**src/rtl/muldiv_pkg.sv**
```systemverilog
// Shared definitions for the EX-stage RV32M multiply/divide unit:
// funct3 encodings, FSM state type and iteration count.
package muldiv_pkg;

    localparam int ITER = 32;

    localparam logic [2:0] OP_MUL    = 3'b000;
    localparam logic [2:0] OP_MULH   = 3'b001;
    localparam logic [2:0] OP_MULHSU = 3'b010;
    localparam logic [2:0] OP_MULHU  = 3'b011;
    localparam logic [2:0] OP_DIV    = 3'b100;
    localparam logic [2:0] OP_DIVU   = 3'b101;
    localparam logic [2:0] OP_REM    = 3'b110;
    localparam logic [2:0] OP_REMU   = 3'b111;

    typedef enum logic [1:0] {
        IDLE = 2'd0,
        RUN  = 2'd1,
        DONE = 2'd2
    } state_t;

endpackage

```
**src/rtl/muldiv_abs.sv**
```systemverilog
// 32-bit conditional two's-complement negate, used both to take operand
// magnitudes and to restore the sign of results.
module muldiv_abs (
    input  logic [31:0] value,
    input  logic        neg,
    output logic [31:0] result
);

    assign result = neg ? (~value + 32'd1) : value;

endmodule

```
**src/rtl/ex_muldiv.sv**
```systemverilog
// Iterative RV32M multiply/divide unit for the EX stage (32 cycles per op).
// Optional MULDIV_EARLY_OUT_EN: trivial operands finish at the accept edge.
//
// state | meaning
// IDLE  | no operation in flight
// RUN   | one shift-add / shift-subtract iteration per edge
// DONE  | result_o valid for one cycle (done_o), may accept back-to-back
module ex_muldiv
    import muldiv_pkg::*;
(
    input  logic        clk_i,
    input  logic        rst_i,
    input  logic        valid_i,
    input  logic [2:0]  op_i,
    input  logic [31:0] rs1_data_i,
    input  logic [31:0] rs2_data_i,
    input  logic [4:0]  rd_addr_i,
    input  logic        flush_i,
    output logic        busy_o,
    output logic        done_o,
    output logic [31:0] result_o,
    output logic [4:0]  rd_addr_o
);

    state_t      state_q, state_d;
    logic [2:0]  op_q;
    logic [63:0] work_q, work_d;
    logic [31:0] opb_q;
    logic        neg_a_q, neg_b_q;
    logic [5:0]  cnt_q;
    logic [4:0]  rd_q, rd_out_q;
    logic [31:0] result_q;

    logic        is_div_in, sgn1_in, sgn2_in, a_neg_in, b_neg_in;
    logic [31:0] a_mag, b_mag;
    logic        accept, last_iter;
    logic        early_hit;
    logic [31:0] early_res;

    assign is_div_in = op_i[2];
    assign sgn1_in   = (op_i == OP_MULH) || (op_i == OP_MULHSU) ||
                       (op_i == OP_DIV)  || (op_i == OP_REM);
    assign sgn2_in   = (op_i == OP_MULH) || (op_i == OP_DIV) || (op_i == OP_REM);
    assign a_neg_in  = sgn1_in & rs1_data_i[31];
    assign b_neg_in  = sgn2_in & rs2_data_i[31];

    muldiv_abs u_abs_a (.value(rs1_data_i), .neg(a_neg_in), .result(a_mag));
    muldiv_abs u_abs_b (.value(rs2_data_i), .neg(b_neg_in), .result(b_mag));

    assign accept    = valid_i && !flush_i && (state_q != RUN);
    assign last_iter = (state_q == RUN) && (cnt_q == 6'(ITER - 1));

`ifdef MULDIV_EARLY_OUT_EN
    logic div_zero_in, ovf_in;
    assign div_zero_in = is_div_in && (rs2_data_i == 32'd0);
    assign ovf_in      = ((op_i == OP_DIV) || (op_i == OP_REM)) &&
                         (rs1_data_i == 32'h8000_0000) && (rs2_data_i == 32'hFFFF_FFFF);
    assign early_hit   = div_zero_in || ovf_in ||
                         (!is_div_in && ((rs1_data_i == 32'd0) || (rs2_data_i == 32'd0)));
    always_comb begin
        early_res = 32'd0;
        if (div_zero_in)
            early_res = op_i[1] ? rs1_data_i : 32'hFFFF_FFFF;
        else if (ovf_in)
            early_res = op_i[1] ? 32'd0 : 32'h8000_0000;
    end
`else
    assign early_hit = 1'b0;
    assign early_res = 32'd0;
`endif

    // Shared 64-bit work register: {hi, multiplier} for MUL, {remainder, quotient} for DIV.
    logic [32:0] mul_sum, div_shift, div_trial;
    always_comb begin
        mul_sum   = {1'b0, work_q[63:32]} + (work_q[0] ? {1'b0, opb_q} : 33'd0);
        div_shift = {work_q[63:32], work_q[31]};
        div_trial = div_shift - {1'b0, opb_q};
        if (!op_q[2])
            work_d = {mul_sum, work_q[31:1]};
        else if (!div_trial[32])
            work_d = {div_trial[31:0], work_q[30:0], 1'b1};
        else
            work_d = {div_shift[31:0], work_q[30:0], 1'b0};
    end

    logic        sgn_ab, hi_neg, div_zero_q;
    logic [31:0] lo_fixed, hi_fixed, res_full;

    assign sgn_ab     = neg_a_q ^ neg_b_q;
    assign hi_neg     = op_q[2] ? neg_a_q : sgn_ab;
    assign div_zero_q = (opb_q == 32'd0);

    muldiv_abs u_fix_lo (.value(work_d[31:0]),  .neg(sgn_ab), .result(lo_fixed));
    muldiv_abs u_fix_hi (.value(work_d[63:32]), .neg(hi_neg), .result(hi_fixed));

    // High half of a negated 64-bit product only takes the +1 carry when the low half is zero.
    always_comb begin
        res_full = 32'd0;
        case (op_q)
            OP_MUL:                        res_full = lo_fixed;
            OP_MULH, OP_MULHSU, OP_MULHU:  res_full = (sgn_ab && (work_d[31:0] != 32'd0)) ?
                                                      ~work_d[63:32] : hi_fixed;
            OP_DIV, OP_DIVU:               res_full = div_zero_q ? 32'hFFFF_FFFF : lo_fixed;
            default:                       res_full = hi_fixed;
        endcase
    end

    always_ff @(posedge clk_i) begin
        if (rst_i)
            state_q <= IDLE;
        else
            state_q <= state_d;
    end

    always_comb begin
        state_d = state_q;
        case (state_q)
            IDLE, DONE: begin
                if (accept)
                    state_d = early_hit ? DONE : RUN;
                else
                    state_d = IDLE;
            end
            RUN: begin
                if (last_iter)
                    state_d = DONE;
            end
            default: state_d = IDLE;
        endcase
        if (flush_i)
            state_d = IDLE;
    end

    always_ff @(posedge clk_i) begin
        if (rst_i) begin
            op_q     <= 3'd0;
            work_q   <= 64'd0;
            opb_q    <= 32'd0;
            neg_a_q  <= 1'b0;
            neg_b_q  <= 1'b0;
            cnt_q    <= 6'd0;
            rd_q     <= 5'd0;
            rd_out_q <= 5'd0;
            result_q <= 32'd0;
        end else if (accept) begin
            op_q    <= op_i;
            neg_a_q <= a_neg_in;
            neg_b_q <= b_neg_in;
            rd_q    <= rd_addr_i;
            cnt_q   <= 6'd0;
            work_q  <= is_div_in ? {32'd0, a_mag} : {32'd0, b_mag};
            opb_q   <= is_div_in ? b_mag : a_mag;
            if (early_hit) begin
                result_q <= early_res;
                rd_out_q <= rd_addr_i;
            end
        end else if ((state_q == RUN) && !flush_i) begin
            work_q <= work_d;
            cnt_q  <= cnt_q + 6'd1;
            if (last_iter) begin
                result_q <= res_full;
                rd_out_q <= rd_q;
            end
        end
    end

    assign busy_o    = (state_q == RUN);
    assign done_o    = (state_q == DONE);
    assign result_o  = result_q;
    assign rd_addr_o = rd_out_q;

endmodule

```
**config.mk**
```make
export PLATFORM = sky130hd
export DESIGN_NAME = ex_muldiv
export DESIGN_NICKNAME = d
export VERILOG_FILES = /design/src/rtl/muldiv_pkg.sv /design/src/rtl/muldiv_abs.sv /design/src/rtl/ex_muldiv.sv
export SDC_FILE = /design/constraint.sdc
export NUM_CORES = 1
export LEC_CHECK = 0
export CAP_MARGIN = 20
export CORE_MARGIN = 3
export CORE_UTILIZATION = 40
export DETAILED_ROUTE_END_ITERATION = 6
export GPL_TIMING_DRIVEN = 0
export MAX_ROUTING_LAYER = met4
export SLEW_MARGIN = 20
export SYNTH_ARGS = -nofsm -noshare
export SYNTH_HDL_FRONTEND = slang
export SYNTH_HIERARCHICAL = 1
export SYNTH_SLANG_ARGS = --single-unit
```
**constraint.sdc**
```tcl
create_clock -name clk_i -period 10.8 [get_ports clk_i]
set_input_delay 1.62 -clock clk_i [delete_from_list [all_inputs] [get_ports clk_i]]
set_output_delay 1.62 -clock clk_i [all_outputs]
set_load 0.01 [all_outputs]
```
==> Implementation_results.wiki <==
{| class="wikitable"
! Metric !! Value
|-
| Outcome || finished, final reports clean
|-
| Initial Util || 0.409
|-
| Most used cells in the layout excluding fill and tap cells || 188 x sky130_fd_sc_hd__nor2_1, 179 x sky130_fd_sc_hd__a21oi_1, 167 x sky130_fd_sc_hd__nand2_1
|-
| Post-synth top area cell || sky130_fd_sc_hd__dfxtp_1
|-
| Data arrival time at the worst-slack endpoint || 7050 ps
|-
| TritonCTS clock tree || done
|-
| Number of iterations in the first detailed-routing pass || 5
|-
| Post-layout min period || 6700 ps
|-
| Number of levels in the clock H-tree || 4
|-
| Highest achievable clock rate || around 150 MHz
|-
| Die height || roughly 200 um
|-
| Number of DRC markers after the initial detailed-route iteration || approximately 1300
|-
| Fraction of layout cells with a size suffix above 1 || 0.0670
|-
| Hold buffer count at CTS || 0
|-
| Setup Crit Path Kind || reg2reg
|-
| Number of ports placed on the die boundary || 115
|-
| Switching component of the power || 0.643 mW
|-
| Number of antenna repair diodes || 0
|-
| Worst Setup End Kind || flop
|-
| Dominant cells by area after synthesis || sky130_fd_sc_hd__dfxtp_1 21%, sky130_fd_sc_hd__xnor2_1 9.0%, sky130_fd_sc_hd__a21oi_1 6.1%, sky130_fd_sc_hd__ha_1 5.9%, sky130_fd_sc_hd__mux2i_1 5.0%
|-
| Post-Synthesis Cells || 1916
|-
| Worst-case clock buffer depth || 2
|-
| Post-Synthesis Net Count || 2063
|-
| Clock latency at the later pin of the worst-skew pair || 450 ps
|-
| Netlist cell types || 71
|-
| # DRC || 0
|-
| Power per cell area || 102 mW/mm^2
|-
| Most common library cell in the layout ignoring fill and taps || sky130_fd_sc_hd__nor2_1
|-
| Inserted Clock Buffers || 17
|-
| Number of placement rows || 69
|-
| Clock slew at the register clock pins of the worst setup and hold paths || 70 ps
|-
| Overall die area || 0.0391 mm^2
|-
| Pin count of the biggest net entering global routing || 17
|-
| Detailed Place HPWL || 50600 um
|-
| Number of nets in the finished design || 2194
|-
| Part of the power in registers || 0.347
|-
| Final wirelength || 60900 um
|-
| RSZ-0062 raised after global routing || no
|-
| Layout area overhead || 15.4%
|-
| Mean number of vias per cell || 6.09
|-
| Post-placement cell area || approximately 0.016 mm^2
|-
| Buffers on Ports || 112
|-
| Synthesized area divided by synthesized cell count || 7.68 um^2
|-
| Yosys Warn Count || 6
|-
| Worst endpoint required time || 11150 ps
|-
| Most used flip-flop cell after synthesis || sky130_fd_sc_hd__dfxtp_1
|-
| Total routing resource utilization after global routing || 0.316
|-
| Post-route total power || 1.73 mW
|-
| Worst-path maximum fanout || 10
|-
| Sequential-to-total area share from yosys stat || 0.206
|-
| Worst Clk Skew || 12.1 ps
|-
| Tightest Pin Transition || roughly 1000 ps
|-
| Internal power summed over all cells || 1.09 mW
|-
| Number of global-route vias before repair || roughly 15000
|-
| Fraction of power spent switching nets || 0.371
|-
| Remaining global-route overflow || 0
|-
| Final setup fails || 0
|-
| Launching element type of the critical path || flop
|-
| Area of combinational cells with multiple inputs || around 0.011 mm^2
|-
| Cell area after synthesis || 0.0147 mm^2
|-
| Slack of the worst reg-to-reg path || 4100 ps
|-
| Flip-flop and latch count after synthesis || 151
|-
| Clk root buf || sky130_fd_sc_hd__clkbuf_16
|-
| Static power due to leakage || about 6.4 nW
|-
| Number of gates given a new drive strength after cts || 0
|-
| Share of the synthesized area in the top cell type || 0.206
|-
| Min-Delay Path Depth || 2
|-
| Number of slew-limit violations in the final report || 0
|-
| Share of synthesized registers carrying an async set or reset || 0
|-
| Tightest Hold Check Type || reg2reg
|-
| Fin Setup TNS || 0 ps
|-
| Routability-driven placement congestion ratio || between 0.9 and 1
|-
| Die X || 198 um
|-
| Final Hold Viols || 0
|-
| WL/cell || 24.2 um
|-
| EDFF count, synth || 0
|-
| Core region area || 0.0359 mm^2
|-
| Worst vdd ir || 0.110 mV
|-
| Initial antenna violation count || 2
|-
| First-pass GRT wire length || 91300 um
|-
| Number of fillers in the final layout || 3652
|-
| Part of the power in combinational logic || 0.317
|-
| Number of buffers inserted to repair setup after CTS || 0
|-
| Final worst hold slack || 451 ps
|-
| Max_slew headroom || 0.324
|-
| CTS sink count || 151
|-
| Clock power share || 0.336
|-
| Total via count after detailed routing || 15362
|-
| Register cell area after layout || 0.00302 mm^2
|-
| Maximum capacitance violations || 0
|-
| Worst-case reg-to-reg path depth || 22
|-
| Post-Layout Inst Area || 0.0170 mm^2
|-
| Routed Antenna Nets || 0
|-
| Portion of the clock cycle consumed by the worst path in the final layout || 0.620
|}
area by class of cell:
class	count	share of cell area
flip-flops and latches	151	0.178
clock inverters	15	0.00767
inverters	63	0.0139
clock buffers	17	0.0251
plain buffers	115	0.0275
repair buffers	112	0.0661
well taps	461	0.0340
multi-input cells	1587	0.648
critical path, stage by stage (launching register included):
cell and delay, ps:
sky130_fd_sc_hd__dfxtp_1 500, sky130_fd_sc_hd__inv_1 170, sky130_fd_sc_hd__ha_1 260, sky130_fd_sc_hd__fa_1 410, sky130_fd_sc_hd__nor2b_1 160, sky130_fd_sc_hd__o21ai_1 140, sky130_fd_sc_hd__a21oi_1 330, sky130_fd_sc_hd__o211ai_2 180
sky130_fd_sc_hd__a211oi_2 430, sky130_fd_sc_hd__o21ai_2 160, sky130_fd_sc_hd__xnor2_2 470, sky130_fd_sc_hd__buf_2 460, sky130_fd_sc_hd__buf_2 350, sky130_fd_sc_hd__nand2_1 80, sky130_fd_sc_hd__a31oi_1 620, sky130_fd_sc_hd__nor4_4 160
sky130_fd_sc_hd__nand3_1 270, sky130_fd_sc_hd__o31ai_1 110, sky130_fd_sc_hd__xnor2_1 320, sky130_fd_sc_hd__o21ai_0 170, sky130_fd_sc_hd__nor2_1 420, sky130_fd_sc_hd__o221ai_1 230, sky130_fd_sc_hd__o211ai_1 160
final timing paths:
check                                start           end
worst max-delay path            work_q[31]  result_o[16]
worst min-delay path               rd_q[1]  rd_addr_o[1]
worst min register to register     rd_q[1]  rd_addr_o[1]
worst max register to register  work_q[31]  result_o[16]
stage by stage:
| stage | util | cells | setup slack, ps |
|---|---|---|---|
| 6_report | 0.472 | 2521 | 4100 |
| 5_1_grt | 0.472 | 2521 | 3840 |
| 4_1_cts | 0.472 | 2521 | 4230 |
| 3_5_place_dp | 0.457 | 2489 | 4310 |
| 3_3_place_gp | 0.457 | 2489 | 4160 |
| 2_1_floorplan | - | 1916 | 6250 |
synth_stat cells, types with 41 or more instances:
| master | count |
|---|---|
| sky130_fd_sc_hd__ha_1 | 69 |
| sky130_fd_sc_hd__nand2_1 | 167 |
| sky130_fd_sc_hd__a211oi_1 | 79 |
| sky130_fd_sc_hd__inv_1 | 62 |
| sky130_fd_sc_hd__xnor2_1 | 151 |
| sky130_fd_sc_hd__o21ai_0 | 93 |
| sky130_fd_sc_hd__clkbuf_1 | 73 |
| sky130_fd_sc_hd__nor2_1 | 188 |
| sky130_fd_sc_hd__and2_1 | 41 |
| sky130_fd_sc_hd__a21oi_1 | 179 |
| sky130_fd_sc_hd__dfxtp_1 | 151 |
| sky130_fd_sc_hd__mux2i_1 | 73 |
power groups by stage:
stage / sequential [mW] / clock (mW) / combinational, mW
6_report: 0.600 / 0.582 / 0.549
3_5_place_dp: 0.611 / 0 / 0.538
3_3_place_gp: 0.611 / 0 / 0.537
2_1_floorplan: 0.597 / 0 / 0.355
4_1_cts: 0.599 / 0.589 / 0.541
5_1_grt: 0.602 / 0.606 / 0.590
cell families after synthesis:
logic type / share of synthesized area
compound gates: 0.285
xor+xnor: 0.110
fa+ha+maj: 0.0614
buf+inv: 0.0478
flops: 0.206
mux: 0.0711
simple gates: 0.219
routing by layer:
layer | wire length [um] | global-route usage | vias up | part of all wire
met3 | 3390 | 0.0388 | 131 | 0.056
met4 | 3200 | 0.144 | 0 | 0.053
met5 | 0 | - | - | 0
met2 | 28100 | 0.509 | 584 | 0.46
met1 | 26200 | 0.399 | 7367 | 0.43
li1 | - | - | 7280 | -
state kept, by name, summed over array words and instances (netlist names):
signal	flops
work_q	64
opb_q	32
result_o	32
cnt_q	6
rd_addr_o	5
rd_q	5
op_q	3
state_q	2
neg_a_q	1
neg_b_q	1
Note: power is estimated with default switching activity, not from simulation.
